## src/rtl/ecc_scrubber.sv

```systemverilog
// Background SECDED scrubber: sweeps the memory, checks each 39-bit codeword,
// counts errors and (with ECC_SCRUB_WRITEBACK_EN defined) rewrites corrected singles.

module rvecc_decode (
  input  logic        en,
  input  logic [31:0] din,
  input  logic [6:0]  ecc_in,
  output logic [31:0] dout,
  output logic [6:0]  ecc_out,
  output logic        single_ecc_error,
  output logic        double_ecc_error
);

  // Data bits occupy the non-power-of-two Hamming positions 3..38; ecc[6] is overall parity.
  function automatic logic [6:0] ecc_gen(input logic [31:0] d);
    logic [5:0] syn;
    logic [4:0] k;
    syn = 6'd0;
    k   = 5'd0;
    for (int p = 3; p < 39; p++) begin
      if ((p & (p - 1)) != 0) begin
        if (d[k]) syn = syn ^ p[5:0];
        k = k + 5'd1;
      end
    end
    return {(^d) ^ (^syn), syn};
  endfunction

  function automatic logic [31:0] flip_mask(input logic [5:0] s);
    logic [31:0] m;
    logic [4:0]  k;
    m = 32'd0;
    k = 5'd0;
    for (int p = 3; p < 39; p++) begin
      if ((p & (p - 1)) != 0) begin
        m[k] = (s == p[5:0]);
        k    = k + 5'd1;
      end
    end
    return m;
  endfunction

  logic [6:0] chk_s;
  logic [5:0] syn_s;
  logic       par_s;

  assign chk_s            = ecc_gen(din);
  assign syn_s            = ecc_in[5:0] ^ chk_s[5:0];
  assign par_s            = ^{ecc_in, din};
  assign single_ecc_error = en & par_s;
  assign double_ecc_error = en & ~par_s & (syn_s != 6'd0);
  assign dout             = single_ecc_error ? (din ^ flip_mask(syn_s)) : din;
  assign ecc_out          = ecc_gen(dout);

endmodule

module ecc_scrubber #(
  parameter int ADDR_W = 8,
  parameter int CNT_W  = 16
) (
  input  logic              clk,
  input  logic              rst,
  input  logic              start,
  input  logic              stop,
  output logic              busy,
  output logic              done,
  output logic              mem_req,
  output logic              mem_we,
  output logic [ADDR_W-1:0] mem_addr,
  output logic [38:0]       mem_wdata,
  input  logic              mem_gnt,
  input  logic              mem_rvalid,
  input  logic [38:0]       mem_rdata,
  output logic [CNT_W-1:0]  single_cnt,
  output logic [CNT_W-1:0]  double_cnt,
  output logic              double_seen,
  output logic [ADDR_W-1:0] first_double_addr
);

  typedef enum logic [2:0] {
    IDLE    = 3'd0,
    RD_REQ  = 3'd1,
    RD_WAIT = 3'd2,
    CHECK   = 3'd3,
    WR_REQ  = 3'd4,
    NEXT    = 3'd5
  } state_t;

  state_t            state_q, state_d;
  logic [ADDR_W-1:0] addr_q, addr_d;
  logic [38:0]       rdata_q, rdata_d;
  logic              stop_pend_q, stop_pend_d;
  logic [CNT_W-1:0]  single_cnt_q, single_cnt_d;
  logic [CNT_W-1:0]  double_cnt_q, double_cnt_d;
  logic              double_seen_q, double_seen_d;
  logic [ADDR_W-1:0] first_q, first_d;
  logic              busy_q, busy_d;
  logic              done_q, done_d;
  logic              req_q, req_d;
  logic [ADDR_W-1:0] maddr_q, maddr_d;

  logic [31:0] corr_data_s;
  logic [6:0]  corr_ecc_s;
  logic        single_err_s;
  logic        double_err_s;

  rvecc_decode u_dec (
    .en               (1'b1),
    .din              (rdata_q[31:0]),
    .ecc_in           (rdata_q[38:32]),
    .dout             (corr_data_s),
    .ecc_out          (corr_ecc_s),
    .single_ecc_error (single_err_s),
    .double_ecc_error (double_err_s)
  );

`ifdef ECC_SCRUB_WRITEBACK_EN
  logic [38:0] wdata_q, wdata_d;
  logic        we_q, we_d;
  assign mem_wdata = wdata_q;
  assign mem_we    = we_q;
`else
  logic unused_corr_s;
  assign unused_corr_s = ^{corr_data_s, corr_ecc_s};
  assign mem_wdata     = 39'd0;
  assign mem_we        = 1'b0;
`endif

  always_comb begin
    state_d       = state_q;
    addr_d        = addr_q;
    rdata_d       = rdata_q;
    stop_pend_d   = stop_pend_q;
    single_cnt_d  = single_cnt_q;
    double_cnt_d  = double_cnt_q;
    double_seen_d = double_seen_q;
    first_d       = first_q;
    done_d        = 1'b0;
`ifdef ECC_SCRUB_WRITEBACK_EN
    wdata_d       = wdata_q;
`endif
    if (state_q != IDLE && stop) stop_pend_d = 1'b1;
    else                         stop_pend_d = stop_pend_q;

    case (state_q)
      IDLE: begin
        if (start && !stop) begin
          single_cnt_d  = {CNT_W{1'b0}};
          double_cnt_d  = {CNT_W{1'b0}};
          double_seen_d = 1'b0;
          first_d       = {ADDR_W{1'b0}};
          addr_d        = {ADDR_W{1'b0}};
          stop_pend_d   = 1'b0;
          state_d       = RD_REQ;
        end else begin
          state_d = IDLE;
        end
      end
      RD_REQ: begin
        if (mem_gnt) state_d = RD_WAIT;
        else         state_d = RD_REQ;
      end
      RD_WAIT: begin
        if (mem_rvalid) begin
          rdata_d = mem_rdata;
          state_d = CHECK;
        end else begin
          state_d = RD_WAIT;
        end
      end
      CHECK: begin
        if (single_err_s) begin
          if (single_cnt_q != {CNT_W{1'b1}}) single_cnt_d = single_cnt_q + CNT_W'(1);
          else                               single_cnt_d = single_cnt_q;
`ifdef ECC_SCRUB_WRITEBACK_EN
          wdata_d = {corr_ecc_s, corr_data_s};
          state_d = WR_REQ;
`else
          state_d = NEXT;
`endif
        end else if (double_err_s) begin
          if (double_cnt_q != {CNT_W{1'b1}}) double_cnt_d = double_cnt_q + CNT_W'(1);
          else                               double_cnt_d = double_cnt_q;
          if (!double_seen_q) begin
            first_d       = addr_q;
            double_seen_d = 1'b1;
          end else begin
            first_d = first_q;
          end
          state_d = NEXT;
        end else begin
          state_d = NEXT;
        end
      end
      WR_REQ: begin
        if (mem_gnt) state_d = NEXT;
        else         state_d = WR_REQ;
      end
      NEXT: begin
        // A stop arriving in this very cycle is honoured too, never a word later.
        if (addr_q == {ADDR_W{1'b1}} || stop_pend_q || stop) begin
          done_d      = 1'b1;
          stop_pend_d = 1'b0;
          state_d     = IDLE;
        end else begin
          addr_d  = addr_q + ADDR_W'(1);
          state_d = RD_REQ;
        end
      end
      default: state_d = IDLE;
    endcase

    busy_d  = (state_d != IDLE);
    req_d   = (state_d == RD_REQ) || (state_d == WR_REQ);
    maddr_d = addr_d;
`ifdef ECC_SCRUB_WRITEBACK_EN
    we_d    = (state_d == WR_REQ);
`endif
  end

  // State, sweep bookkeeping and registered outputs.
  always_ff @(posedge clk or posedge rst) begin
    if (rst) begin
      state_q       <= IDLE;
      addr_q        <= {ADDR_W{1'b0}};
      rdata_q       <= 39'd0;
      stop_pend_q   <= 1'b0;
      single_cnt_q  <= {CNT_W{1'b0}};
      double_cnt_q  <= {CNT_W{1'b0}};
      double_seen_q <= 1'b0;
      first_q       <= {ADDR_W{1'b0}};
      busy_q        <= 1'b0;
      done_q        <= 1'b0;
      req_q         <= 1'b0;
      maddr_q       <= {ADDR_W{1'b0}};
`ifdef ECC_SCRUB_WRITEBACK_EN
      wdata_q       <= 39'd0;
      we_q          <= 1'b0;
`endif
    end else begin
      state_q       <= state_d;
      addr_q        <= addr_d;
      rdata_q       <= rdata_d;
      stop_pend_q   <= stop_pend_d;
      single_cnt_q  <= single_cnt_d;
      double_cnt_q  <= double_cnt_d;
      double_seen_q <= double_seen_d;
      first_q       <= first_d;
      busy_q        <= busy_d;
      done_q        <= done_d;
      req_q         <= req_d;
      maddr_q       <= maddr_d;
`ifdef ECC_SCRUB_WRITEBACK_EN
      wdata_q       <= wdata_d;
      we_q          <= we_d;
`endif
    end
  end

  assign busy              = busy_q;
  assign done              = done_q;
  assign mem_req           = req_q;
  assign mem_addr          = maddr_q;
  assign single_cnt        = single_cnt_q;
  assign double_cnt        = double_cnt_q;
  assign double_seen       = double_seen_q;
  assign first_double_addr = first_q;

endmodule

```

## config.mk

```make
export PLATFORM = sky130hd
export DESIGN_NAME = ecc_scrubber
export DESIGN_NICKNAME = d
export VERILOG_FILES = /design/src/rtl/ecc_scrubber.sv
export SDC_FILE = /design/constraint.sdc
export NUM_CORES = 1
export LEC_CHECK = 0
export ABC_AREA = 1
export BUFFER_PORTS_ARGS = -buffer_cell sky130_fd_sc_hd__clkbuf_2
export CAP_MARGIN = 10
export CORE_UTILIZATION = 47
export DETAILED_ROUTE_END_ITERATION = 8
export HOLD_SLACK_MARGIN = 0.06
export PLACE_DENSITY = 0.85
export SYNTH_ARGS = -nofsm -noshare
export SYNTH_HDL_FRONTEND = slang
export SYNTH_SLANG_ARGS = --single-unit
```

## constraint.sdc

```tcl
create_clock -name clk -period 2.5 [get_ports clk]
set_clock_uncertainty 0.2 [all_clocks]
set_input_delay 0.125 -clock clk [delete_from_list [all_inputs] [get_ports clk]]
set_output_delay 0.125 -clock clk [all_outputs]
set_load 0.02 [all_outputs]
```

Word level (Yosys, flattened, before mapping)
Index checks and enable logic that the tools add are counted.
{ "totals": {"mem_bits_rw": 0, "romBits": 0, "n_memories": 0, "out_inout_bits": 92, "latchBits": 0, "elab_cells": 148, "regBits": 95, "inputBits": 45} }
{ "op_classes": {"eq_ne": 18, "mul": 0, "n_shift": 0, "div": 0, "muxes": 63, "bitwise_logic": 34, "order_cmp": 0, "n_reduce_logical": 19, "addsub": 3} }
{ "op_table": {"columns": ["operator", "count"], "rows": [
  ["16-bit two-way mux", 6],
  ["5-bit two-way mux", 15],
  ["16-bit case mux with 2 select lines", 2],
  ["8-bit two-way mux", 5],
  ["3-bit inverter", 13],
  ["39-bit parity", 1],
  ["6-bit two-way mux", 6],
  ["16-bit by 1-bit adder with 16-bit output (second input constant)", 2],
  ["16-bit != test (second input constant)", 2],
  ["8-bit case mux with 2 select lines", 2],
  ["4-bit two-way mux", 7],
  ["2-bit inverter", 12],
  ["4-bit inverter", 5],
  ["3-bit case mux with 6 select lines", 1],
  ["2-bit != test (second input constant)", 7],
  ["1-bit two-way mux", 12],
  ["5-bit AND reduction", 2],
  ["3-bit equality test (second input constant)", 3],
  ["3-bit two-way mux", 3],
  ["8-bit by 1-bit adder with 8-bit output (second input constant)", 1],
  ["8-bit equality test (second input constant)", 1],
  ["4-bit AND reduction", 2],
  ["3-bit by 1-bit equality test with 1-bit output (second input constant)", 2],
  ["3-bit by 2-bit equality test with 1-bit output (second input constant)", 2],
  ["other kinds (16)", 23]
]} }

Longest topological paths before layout
{ "depth": {"depth_word": 69, "mapped_depth": 22} }

Hierarchy
From an unflattened synthesis, not the netlist that was laid out.
{ "unflattened": {"hier_cells": 1780, "hier_area_um2": 9825.7} }
{ "by_module_without_submodules": {"columns": ["module", "area_per_inst_um2", "cells_per_inst", "instances"], "rows": [
  ["ecc_scrubber", 5175.0, 686, 1],
  ["rvecc_decode", 4650.7, 1094, 1]
]} }

Worst setup path before layout
OpenSTA, ideal clock, no wires.
{ "synth_path": {"path_kind": "flip-flop to flip-flop", "from": "register, netlist name mem_addr[1]", "to": "register maddr_q[7], in the netlist mem_addr[7]", "setup_ns": 0.122, "path_stages_with_launch": 15, "period_less_slack_ns": 2.158, "t_required_ns": 2.178, "setup_slack_ns": 0.342, "t_arrival_ns": 1.836, "n_path_buf": 0, "path_cell_list": "dfrtp_1 ha_1 inv_1 nor4_1 nand3_1 nand2_1 nand2_1 nand3_1 inv_1 nand2_1 inv_1 nand3_1 o21ai_0 nand2_1 nor2_1"} }
{ "synth_lines": {"columns": ["item", "line", "rtl"], "rows": [
  ["to (signal assigned)", "235", "maddr_q <= {ADDR_W{1'b0}};"],
  ["to (signal assigned)", "252", "maddr_q <= maddr_d;"],
  ["to (decl)", "100", "logic [ADDR_W-1:0] maddr_q, maddr_d;"]
]} }

Worst setup path after layout
{ "layout_path": {"from": "register rdata_q[16]", "to": "register double_cnt_q[7], in the netlist double_cnt[7]"} }
{ "layout_via": {"elab_chain_len": 30} }
{ "layout_rtl": {"columns": ["item", "line", "rtl"], "rows": [
  ["from (decl)", "91", "logic [38:0] rdata_q, rdata_d;"],
  ["from (signal assigned)", "243", "rdata_q <= rdata_d;"],
  ["5-bit two-way mux", "22", "if (d[k]) syn = syn ^ p[5:0];"],
  ["4-bit inverter (no source line)", null, null],
  ["5-bit two-way mux", "22", null],
  ["2-bit inverter (no source line)", null, null],
  ["5-bit two-way mux", "22", null],
  ["3-bit inverter (no source line)", null, null],
  ["5-bit two-way mux", "22", null],
  ["3-bit inverter (no source line)", null, null],
  ["(+9 left out)", null, null],
  ["5-bit inverter (no source line)", null, null],
  ["5-bit two-way mux", "22", null],
  ["6-bit two-way mux (6 in a row)", "22", null],
  ["6-bit XOR", "48", "assign syn_s = ecc_in[5:0] ^ chk_s[5:0];"],
  ["6-bit nonzero test", "51", "assign double_ecc_error = en & ~par_s & (syn_s != 6'd0);"],
  ["1-bit AND", "51", null],
  ["2-bit != test (no source line)", null, null],
  ["5-bit AND reduction (no source line) *", null, null],
  ["to (signal assigned)", "229", "double_cnt_q <= {CNT_W{1'b0}};"],
  ["to (signal assigned)", "246", "double_cnt_q <= double_cnt_d;"],
  ["to (decl)", "94", "logic [CNT_W-1:0] double_cnt_q, double_cnt_d;"]
]} }
Mark *: on every way between the ends. The rest lies on a longest branch, timed or not.
A chain may end at the register's enable or synchronous reset.

==> impl_metrics.tcl <==
set metrics [dict create \
    status "finished clean" \
    grt_pass1_vias 5820 \
    clock.fmax_mhz 406 \
    synth_cell_type_count 35 \
    stdcell_area_mm2 0.00840 \
    fp.dieH_um 120 \
    cp_slowest_cell "dfrtp_1" \
    place.detailed.hpwl_um 11300 \
    ys.flop_type "dfrtp_1" \
    yosys_register_bits 95 \
    layout_min_cycle_time_ns 2.46 \
    placed_area_mm2 0.00712 \
    cp_max_fo 8 \
    antenna_left 0 \
    critPathMaxStageDelay_ns 0.43 \
    tightestPinTransition_ns 0.629 \
    cellPowerDensity_mw_per_mm2 1340 \
    routedWlPerCell_um 12.9 \
    vias 6690 \
    rsz0062_at_grt "true" \
    crit_top_cell "nand2_2" \
    n_antenna_cell 0 \
    worstPathCellList "inv_1 > nand2_1 > nand2_2 > nand2_2 > nand2_2 > inv_2 > nand2_2 > nand2_2 > nand2_4 > nand2_2 > nand2_2 > nand2_2 > nand2_2 > nand2_2 > nor2_4 > nand2_4 > nand2_8 > clkbuf_16 > nand3_1 > nand2_1" \
    setup_violations 0 \
    grt_start_max_net_pins 75 \
    cts_tree "built" \
    cap_violations 0 \
    grt_pass1_wl_um 26400 \
    synth-seq-area-share 0.363 \
    portBuffers 96 \
    fin_crit_sh 0.984 \
    p_leak_uw 0.00436 \
    antenna_found_initial 0 \
    via_per_inst 5.05 \
    synthesis.area_mm2 0.00655 \
    initial_core_util 0.488 \
    dieWidth_um 120 \
    first_pass_iters 5 \
    synth_edf_count 0 \
    peakVddDrop_uv 640 \
    cts.path.max_buffers 2 \
    path_class "reg2reg" \
    die-area_mm2 0.0144 \
    coreArea_mm2 0.0134 \
    clk_latency_ns 0.35 \
    relSlewSlack 0.580 \
    required_ns 2.59 \
    final_nets 1192 \
    area_delta_synth_final_pct 28.4 \
    wl_um 17100 \
    clk_pin_slew_ns 0.06 \
    clockRootBuffer "clkbuf_16" \
    yosys_warnings 0 \
    rows 42 \
    avgSynthCellArea_um2 6.75 \
    ys_async_sr_fraction 1.00 \
    gp_congestion 0.945 \
    worstPathArrival_ns 2.55 \
    drv_slew 0 \
    synthCells 969 \
    cts_buffers 9 \
    grt_use_total 0.227 \
    clock_sinks 95 \
    critPathLaunchType "flip-flop" \
    hold_violations 0 \
    crit_path_end_kind "flip-flop" \
    fin_total_pwr_uw 11200 \
    io-pin-count 137 \
    gr-total-overflow 0 \
    hold_class "in2reg" \
    h-tree-depth 3 \
    drive_gt1_frac 0.253 \
    drc_errors 0 \
    drt-initial-drc-count 541 \
]
[cells in the mapped netlist (6+ instances only)]
cell type | n | area [um2]
o21ai_1 | 6 | 30.0
inv_2 | 16 | 60.1
nand4_1 | 9 | 56.3
nand2_2 | 43 | 269
dfrtp_1 | 95 | 2380
nor4_1 | 7 | 43.8
inv_1 | 100 | 375
o31ai_1 | 9 | 67.6
nor3_1 | 16 | 80.1
nand3_1 | 86 | 430
nor2_1 | 54 | 203
xor2_1 | 25 | 219
xnor2_1 | 14 | 123
clkbuf_1 | 10 | 37.5
o21ai_0 | 44 | 220
buf_4 | 42 | 315
nand2_1 | 357 | 1340
[report_power, final]
part           internal, uW  leakage (uW)  switching [uW]
sequential             1990       0.00123             522
combinational          2760       0.00300            4640
clock                   700      0.000124             602
total                  5450       0.00436            5770
[placed cells by master (no fill, tap or decap), types with 2 or more instances in the layout]
cell type,count
nand3_2,10
o21ai_1,6
inv_2,27
nand3_4,3
nor2_4,4
clkinvlp_4,4
nand3b_1,3
nand2_2,70
dfrtp_1,87
nand4_1,9
clkbuf_2,96
o21ai_0,44
nand2_4,6
ha_1,3
xor2_1,25
nand2_8,3
inv_1,87
a21oi_1,5
nand3_1,78
nor3_1,16
buf_12,4
nor2_1,51
nor2_2,2
conb_1,40
buf_4,33
nor4_1,6
xnor2_2,3
nand2_1,325
o31ai_1,9
xnor2_1,11
dlygate4sd3_1,48
clkbuf_16,10
dfrtp_2,8
[final cells by class]
class | instances | area [um2]
Sequential cell | 95 | 2390
Inverter | 117 | 445
Timing Repair Buffer | 183 | 1330
Tap cell | 176 | 220
Clock inverter | 4 | 31.3
Multi-Input combinational cell | 738 | 3750
Fill cell | 1146 | 5000
Clock buffer | 11 | 243
[worst max-delay path, delay by kind of cell, from the launching register on]
| kind | cells | cell delay (ns) |
|---|---|---|
| simple gates | 17 | 1.44 |
| flops | 1 | 0.43 |
| buf+inv | 3 | 0.32 |
[routing by layer]
| metal | global-route usage | wire, um | up-vias | part of all wire |
|---|---|---|---|---|
| li1 | - | - | 3304 | - |
| met1 | 0.301 | 7490 | 3049 | 0.44 |
| met2 | 0.373 | 8060 | 284 | 0.47 |
| met3 | 0.0257 | 993 | 53 | 0.058 |
| met4 | 0.0961 | 532 | 0 | 0.031 |
| met5 | 0 | 0 | - | 0 |
[cells by family after synthesis]
family / after synthesis / share of synthesized area
AOI/OAI and AO/OA: 66 / 0.0547
adders and majority gates: 3 / 0.00574
buffers and inverters: 176 / 0.129
and+or+nand+nor: 588 / 0.392
other: 1 / 0.000573
xor gates and xnor gates: 40 / 0.0547
DFF: 95 / 0.363
[final timing paths]
kind,from,slack (ns),endpoint,cells after the start
max,rdata_q[16]$_DFFE_PP0P_,0.04,double_cnt[7]$_DFFE_PP0P_,20
min,mem_rvalid,0.16,busy$_DFF_PP0_,6
max reg2reg,rdata_q[16]$_DFFE_PP0P_,0.04,double_cnt[7]$_DFFE_PP0P_,20
min reg2reg,first_double_addr[3]$_DFFE_PP0P_,0.32,first_double_addr[3]$_DFFE_PP0P_,2
max in group asynchronous,rst,1.10,single_cnt[2]$_DFFE_PP0P_,5
min in group asynchronous,rst,0.20,busy$_DFF_PP0_,3
[stage by stage]
stage | std cells | setup WS (ns) | setup TNS, ns | hold slack [ns] | util
floorplan | 1008 | 0.342 | 0 | 0.0346 | -
detailed placement | 1233 | 0.0442 | 0 | 0.0183 | 0.531
global placement | 1233 | 0.0992 | 0 | 0.0163 | 0.531
finish | 1324 | 0.0398 | 0 | 0.163 | 0.627
CTS | 1296 | 0.0267 | 0 | 0.155 | 0.587
global route | 1324 | -0.0777 | -1.15 | 0.201 | 0.627
[sequential cells by signal, summed over array words and instances, names as in the netlist, 3 cells and up]
| signal | flops |
|---|---|
| mem_addr | 8 |
| double_cnt | 16 |
| rdata_q | 39 |
| single_cnt | 16 |
| state_q | 3 |
| first_double_addr | 8 |
[repair_timing]
action,in CTS,in global routing
endpoints found under the hold margin,98,0
hold buffers,48,0
setup endpoints to repair,0,38
buffers inserted,0,26
resized for setup,0,85
(Power assumes the default switching activity.)
